<file path="config.mk">
export PLATFORM = sky130hd
export DESIGN_NAME = imem_boot_loader
export DESIGN_NICKNAME = d
export VERILOG_FILES = /design/src/rtl/imem_loader_pkg.sv /design/src/rtl/imem_word_packer.sv /design/src/rtl/imem_boot_loader.sv
export SDC_FILE = /design/constraint.sdc
export NUM_CORES = 1
export LEC_CHECK = 0
export ABC_AREA = 1
export CORE_ASPECT_RATIO = 0.5
export CORE_MARGIN = 1.5
export CORE_UTILIZATION = 30
export CTS_CLUSTER_SIZE = 40
export DETAILED_ROUTE_END_ITERATION = 6
export DONT_BUFFER_PORTS = 1
export GPL_TIMING_DRIVEN = 0
export PLACE_DENSITY_LB_ADDON = 0.12
export SETUP_SLACK_MARGIN = 0.5
export SKIP_CTS_REPAIR_TIMING = 1
export SLEW_MARGIN = 20
export SYNTH_ARGS = -nofsm -noshare
export SYNTH_HDL_FRONTEND = slang
export SYNTH_HIERARCHICAL = 1
export SYNTH_SLANG_ARGS = --single-unit
</file>
<file path="constraint.sdc">
create_clock -name i_clk -period 1.85 [get_ports i_clk]
set_input_delay 0.0925 -clock i_clk [delete_from_list [all_inputs] [get_ports i_clk]]
set_output_delay 0.0925 -clock i_clk [all_outputs]
set_load 0.02 [all_outputs]
</file>
<file path="src/rtl/imem_loader_pkg.sv">
// Shared definitions for the instruction-memory boot loader:
// FSM state encoding, header width and packer byte-index width.
package imem_loader_pkg;

  typedef enum logic [3:0] {
    S_IDLE,
    S_HDR0,
    S_HDR1,
    S_DATA,
    S_WRITE,
    S_CKSUM,
    S_HOLD,
    S_RUN,
    S_ERR
  } state_t;

  localparam int HDR_W = 16;
  localparam int IDX_W = 2;

endpackage

</file>
<file path="src/rtl/imem_word_packer.sv">
// Big-endian byte-to-word packer for the boot loader.
// Shifts bytes into a 32-bit word, tracks the byte index and flags the
// cycle after the fourth byte (used directly as the IM write strobe).
// With IMEM_LOAD_CHECKSUM_EN defined it also keeps a running XOR of all
// shifted bytes.
module imem_word_packer
  import imem_loader_pkg::*;
(
  input  logic             i_clk,
  input  logic             i_rst,
  input  logic             i_clear,
  input  logic             i_shift,
  input  logic [7:0]       i_byte,
  output logic [31:0]      o_word,
  output logic             o_last,
  output logic             o_word_done
`ifdef IMEM_LOAD_CHECKSUM_EN
  ,
  output logic [7:0]       o_xor
`endif
);

  logic [31:0]      r_word;
  logic [IDX_W-1:0] r_idx;
  logic             r_word_done;

  assign o_word      = r_word;
  assign o_last      = (r_idx == {IDX_W{1'b1}});
  assign o_word_done = r_word_done;

  // Shift register, byte index and word-complete pulse
  always_ff @(posedge i_clk or posedge i_rst) begin
    if (i_rst) begin
      r_word      <= '0;
      r_idx       <= '0;
      r_word_done <= 1'b0;
    end else if (i_clear) begin
      r_word      <= '0;
      r_idx       <= '0;
      r_word_done <= 1'b0;
    end else begin
      r_word_done <= i_shift && o_last;
      if (i_shift) begin
        r_word <= {r_word[23:0], i_byte};
        r_idx  <= r_idx + IDX_W'(1);
      end
    end
  end

`ifdef IMEM_LOAD_CHECKSUM_EN
  logic [7:0] r_xor;
  assign o_xor = r_xor;

  // Running XOR of every data byte in the session
  always_ff @(posedge i_clk or posedge i_rst) begin
    if (i_rst)        r_xor <= '0;
    else if (i_clear) r_xor <= '0;
    else if (i_shift) r_xor <= r_xor ^ i_byte;
  end
`endif

endmodule

</file>
<file path="src/rtl/imem_boot_loader.sv">
// Instruction-memory boot loader.
// Receives "N (16b, MSB first) + 4*N data bytes" and writes N big-endian
// words to IM addresses 0..N-1, holding the CPU in reset until HOLD_CYC
// cycles after the last write.
// Optional: IMEM_LOAD_CHECKSUM_EN adds a trailing XOR byte checked in CKSUM.
//
// state | meaning
// IDLE  | after reset, CPU held, waiting for load_start
// HDR0  | accept word-count MSB
// HDR1  | accept word-count LSB, validate N
// DATA  | accept data bytes into the packer
// WRITE | one-cycle IM write of the assembled word
// CKSUM | accept and compare trailing XOR byte (optional)
// HOLD  | keep CPU in reset for HOLD_CYC cycles
// RUN   | CPU released, load done
// ERR   | session aborted, CPU held until next load_start
module imem_boot_loader
  import imem_loader_pkg::*;
#(
  parameter int ADDR_W   = 10,
  parameter int HOLD_CYC = 4
) (
  input  logic              i_clk,
  input  logic              i_rst,
  input  logic              i_load_start,
  input  logic              i_byte_valid,
  input  logic [7:0]        i_byte_data,
  output logic              o_byte_ready,
  output logic              o_im_we,
  output logic [ADDR_W-1:0] o_im_addr,
  output logic [31:0]       o_im_wdata,
  output logic              o_cpu_rst,
  output logic              o_busy,
  output logic              o_done,
  output logic              o_err,
  output logic [15:0]       o_word_cnt
);

  localparam int HOLD_W = (HOLD_CYC > 1) ? $clog2(HOLD_CYC + 1) : 1;
  localparam logic [HOLD_W-1:0] HOLD_INIT = HOLD_W'(HOLD_CYC - 1);

  state_t             r_state;
  logic               r_byte_ready;
  logic [ADDR_W-1:0]  r_im_addr;
  logic               r_cpu_rst;
  logic               r_busy;
  logic               r_done;
  logic               r_err;
  logic [HDR_W-1:0]   r_word_cnt;
  logic [HDR_W-1:0]   r_n;
  logic [HOLD_W-1:0]  r_hold_cnt;

  logic               w_accept;
  logic [HDR_W-1:0]   w_hdr;
  logic               w_hdr_over;
  logic [HDR_W-1:0]   w_cnt_inc;
  logic               w_last;
  logic               w_word_done;
  logic [31:0]        w_word;
`ifdef IMEM_LOAD_CHECKSUM_EN
  logic [7:0]         w_xor;
`endif

  assign w_accept   = i_byte_valid && r_byte_ready;
  assign w_hdr      = {r_n[15:8], i_byte_data};
  assign w_hdr_over = ({16'd0, w_hdr} > (32'd1 << ADDR_W));
  assign w_cnt_inc  = r_word_cnt + HDR_W'(1);

  imem_word_packer u_packer (
    .i_clk       (i_clk),
    .i_rst       (i_rst),
    .i_clear     (w_accept && (r_state == S_HDR1)),
    .i_shift     (w_accept && (r_state == S_DATA)),
    .i_byte      (i_byte_data),
    .o_word      (w_word),
    .o_last      (w_last),
    .o_word_done (w_word_done)
`ifdef IMEM_LOAD_CHECKSUM_EN
    ,
    .o_xor       (w_xor)
`endif
  );

  assign o_byte_ready = r_byte_ready;
  assign o_im_we      = w_word_done;
  assign o_im_addr    = r_im_addr;
  assign o_im_wdata   = w_word;
  assign o_cpu_rst    = r_cpu_rst;
  assign o_busy       = r_busy;
  assign o_done       = r_done;
  assign o_err        = r_err;
  assign o_word_cnt   = r_word_cnt;

  // Session FSM; outputs are set on the transition into each state
  always_ff @(posedge i_clk or posedge i_rst) begin
    if (i_rst) begin
      r_state      <= S_IDLE;
      r_byte_ready <= 1'b0;
      r_im_addr    <= '0;
      r_cpu_rst    <= 1'b1;
      r_busy       <= 1'b0;
      r_done       <= 1'b0;
      r_err        <= 1'b0;
      r_word_cnt   <= '0;
      r_n          <= '0;
      r_hold_cnt   <= '0;
    end else begin
      case (r_state)
        S_IDLE, S_RUN, S_ERR: begin
          if (i_load_start) begin
            r_state      <= S_HDR0;
            r_byte_ready <= 1'b1;
            r_cpu_rst    <= 1'b1;
            r_busy       <= 1'b1;
            r_done       <= 1'b0;
            r_err        <= 1'b0;
          end
        end
        S_HDR0: begin
          if (w_accept) begin
            r_n[15:8] <= i_byte_data;
            r_state   <= S_HDR1;
          end
        end
        S_HDR1: begin
          if (w_accept) begin
            r_n[7:0]   <= i_byte_data;
            r_im_addr  <= '0;
            r_word_cnt <= '0;
            if (w_hdr == '0) begin
`ifdef IMEM_LOAD_CHECKSUM_EN
              r_state      <= S_CKSUM;
`else
              r_state      <= S_HOLD;
              r_byte_ready <= 1'b0;
              r_hold_cnt   <= HOLD_INIT;
`endif
            end else if (w_hdr_over) begin
              r_state      <= S_ERR;
              r_byte_ready <= 1'b0;
              r_busy       <= 1'b0;
              r_err        <= 1'b1;
            end else begin
              r_state <= S_DATA;
            end
          end
        end
        S_DATA: begin
          if (w_accept && w_last) begin
            r_state      <= S_WRITE;
            r_byte_ready <= 1'b0;
          end
        end
        S_WRITE: begin
          r_im_addr  <= r_im_addr + ADDR_W'(1);
          r_word_cnt <= w_cnt_inc;
          if (w_cnt_inc == r_n) begin
`ifdef IMEM_LOAD_CHECKSUM_EN
            r_state      <= S_CKSUM;
            r_byte_ready <= 1'b1;
`else
            r_state    <= S_HOLD;
            r_hold_cnt <= HOLD_INIT;
`endif
          end else begin
            r_state      <= S_DATA;
            r_byte_ready <= 1'b1;
          end
        end
`ifdef IMEM_LOAD_CHECKSUM_EN
        S_CKSUM: begin
          if (w_accept) begin
            r_byte_ready <= 1'b0;
            if (i_byte_data == w_xor) begin
              r_state    <= S_HOLD;
              r_hold_cnt <= HOLD_INIT;
            end else begin
              r_state <= S_ERR;
              r_busy  <= 1'b0;
              r_err   <= 1'b1;
            end
          end
        end
`endif
        S_HOLD: begin
          if (r_hold_cnt == '0) begin
            r_state   <= S_RUN;
            r_cpu_rst <= 1'b0;
            r_busy    <= 1'b0;
            r_done    <= 1'b1;
          end else begin
            r_hold_cnt <= r_hold_cnt - HOLD_W'(1);
          end
        end
        default: begin
          r_state      <= S_IDLE;
          r_byte_ready <= 1'b0;
          r_cpu_rst    <= 1'b1;
          r_busy       <= 1'b0;
        end
      endcase
    end
  end

endmodule

</file>
==> impl_metrics.tcl <==
set metrics [dict create \
    status "complete, but fails checks" \
    violations "hold timing, setup timing" \
    start_util 0.305 \
    path_cells "ha_4, nand2_4, nor2_4, nand2_2, nand2_2, nand2_1, nand2_2, nand2_1, nor2_2, nand3_2, nor2_4, nand2_2, nand2_4, nand2_4, nand2_1, nand2_1" \
    drtIter0Drc 206 \
    cts_tree "built" \
    whs_ns -0.00391 \
    cp_data_arrival_time_ns 2.40 \
    final.setup_skew_ns 0.0126 \
    yosys.area.top_type "dfrtp_1" \
    power_leakage_nw 3.13 \
    maxCapViolCount 0 \
    timing.critical_path.buf_inv 0 \
    synth_warnings 6 \
    num_vias 4269 \
    grt_pass1_wl_mm 22.0 \
    critPathMaxFanout 7 \
    fin_crit_sh 1.17 \
    fin_ws_ns -0.319 \
    required_ns 2.08 \
    synth_ff_type "dfrtp_1" \
    dp_hpwl_mm 9.79 \
    cts_max_level 3 \
    timing.fmax_mhz 461 \
    synth.net_count 624 \
    syn_area_um2 4680 \
    ys_ff_latch 89 \
    core_area_um2 15300 \
    cts_buffers 9 \
    post-route-drc-count 0 \
    clk_latency_ns 0.35 \
    end_kind "flop" \
    io_pins 76 \
    cts_buffer_depth 2 \
    antenna_found_initial 0 \
    cpPeakStageDelay_ns 0.53 \
    ant_nets 0 \
    grt_usage 0.169 \
    port_buffers 0 \
    synth_edf_count 0 \
    routabilityCongestion 0.829 \
    synth_top_area_frac 0.471 \
    fin_nets 694 \
    synth.avg_cell_area_um2 7.70 \
    start_kind "flop" \
    rows 32 \
    power_density_nw_per_um2 1490 \
    grt-ovfl-total 0 \
    worstSetupPathType "reg -> reg" \
    rsz0062_at_grt "true" \
    wl_per_cell_um 16.5 \
    viasPerCell 4.82 \
    critPathTopFamily "simple AND/OR/NAND/NOR gates" \
    period_minus_slack_ns 2.17 \
    grt_pass1_vias 4043 \
    netlist_top_cells_area "dfrtp_1 47%, nand2_1 16%, nand3_1 8.3%" \
    insertedDiodeCount 0 \
    fp.dieH_um 91.3 \
    drive_above_1_share 0.427 \
    tightest_slew_ns 0.664 \
    ir_drop_v 0.000449 \
    hold_viol_final 1 \
    yosys-top-cells-count "196 x nand2_1, 88 x dfrtp_1, 78 x nand3_1, 68 x inv_1, 38 x o21ai_0" \
    cp_slowest_cell "dfrtp_2" \
    synthCells 607 \
    grt_max_degree 29 \
    clk_pin_slew_worst_paths_ns 0.07 \
    worstHoldPathType "in -> reg" \
    ys_seq_area_frac 0.477 \
    clock_sinks 89 \
    area_growth_pct 47.8 \
    dieArea_um2 16400 \
    synth_async_sr_flop_share 1.00 \
    firstDrtPassIters 6 \
    die_w_um 180 \
    setup_viol 6 \
    synth_cell_types 36 \
    totalWireLength_mm 14.6 \
    pre_cts_ws_ns -0.384 \
    root_buffer "clkbuf_16" \
    max_slew_margin 0.556 \
    yosysMostFrequentCell "nand2_1" \
    drv_slew 0 \
]
-- metal layers --
layer / vias up / part of all wire / track usage
met4: 0 / 0.0077 / 0.0389
met2: 83 / 0.44 / 0.250
met5: - / 0 / 0
met1: 2058 / 0.50 / 0.242
met3: 13 / 0.059 / 0.0489
li1: 2115 / - / -
-- layout by cell type (no fill, tap or decap), drive strengths merged --
cell         count
a21oi            6
clkinvlp         1
o21a             1
clkinv           3
ha               5
inv             75
or2              1
a31oi            1
dlygate4sd3      9
clkbuf          18
o22ai           10
nand3           79
nor4             1
nand3b           4
dfstp            1
xnor3            1
o31ai            1
a211oi           1
o21ai           41
xnor2            3
nor2            46
dfrtp           88
nand4           15
nor3             6
buf             58
nand2          203
xor2             3
mux2i            1
-- kinds of logic after synthesis --
family / Yosys count / share of synthesized area
AOI/OAI and AO/OA: 61 / 0.0698
xor gates and xnor gates: 7 / 0.0161
adders and majority gates: 5 / 0.0134
buffers and inverters: 89 / 0.0800
DFF: 89 / 0.477
muxes: 1 / 0.00214
and+or+nand+nor: 355 / 0.342
-- worst paths after layout --
path | start | endpoint | slack (ns) | cells after the start
max in group asynchronous | i_rst | o_cpu_rst$_DFFE_PP1P_ | 0.87 | 3
worst max-delay path | o_word_cnt[0]$_DFFE_PP0P_ | r_hold_cnt[2]$_DFFE_PP0P_ | -0.32 | 16
worst min register to register | r_hold_cnt[1]$_DFFE_PP0P_ | r_hold_cnt[1]$_DFFE_PP0P_ | 0.49 | 2
min in group asynchronous | i_rst | u_packer/o_word[1]$_DFFE_PP0P_ | 0.18 | 2
worst min-delay path | i_byte_data[1] | r_n[9]$_DFFE_PP0P_ | -0.004 | 2
worst max register to register | o_word_cnt[0]$_DFFE_PP0P_ | r_hold_cnt[2]$_DFFE_PP0P_ | -0.32 | 16
-- power by group --
group          leakage, nW  total [mW]  switching [mW]  internal, mW
sequential            1.15        4.29            1.61          2.68
clock                0.145        1.86           0.904         0.954
combinational         1.83        4.16            2.32          1.84
-- registers in the layout (all words and copies together) (netlist names), 2 cells and up --
signal	flops
u_packer/o_word	32
o_word_cnt	16
r_n	16
o_im_addr	10
r_state	4
r_hold_cnt	3
u_packer/r_idx	2
-- cell type report --
| class | instances | area [um^2] |
|---|---|---|
| tap | 204 | 255 |
| buffer | 17 | 240 |
| inverter | 72 | 302 |
| multi-input combinational | 429 | 2860 |
| clock inverter | 7 | 66.3 |
| timing repair buffer | 59 | 714 |
| fill | 1521 | 8430 |
| clock buffer | 9 | 225 |
| sequential | 89 | 2250 |
-- per-stage QoR --
step | area, um^2 | total power, mW | instances | util | setup TNS, ns
floorplan | 4960 | 6.24 | 607 | - | 0
global placement | 5220 | 7.09 | 811 | 0.340 | -5.74
detailed placement | 5260 | 7.13 | 813 | 0.343 | -5.51
CTS | 5550 | 9.03 | 829 | 0.362 | -6.07
global route | 6910 | 11.1 | 886 | 0.451 | -2.91
finish | 6910 | 10.3 | 886 | 0.451 | -1.69
Power figures use the tool's default switching activity.
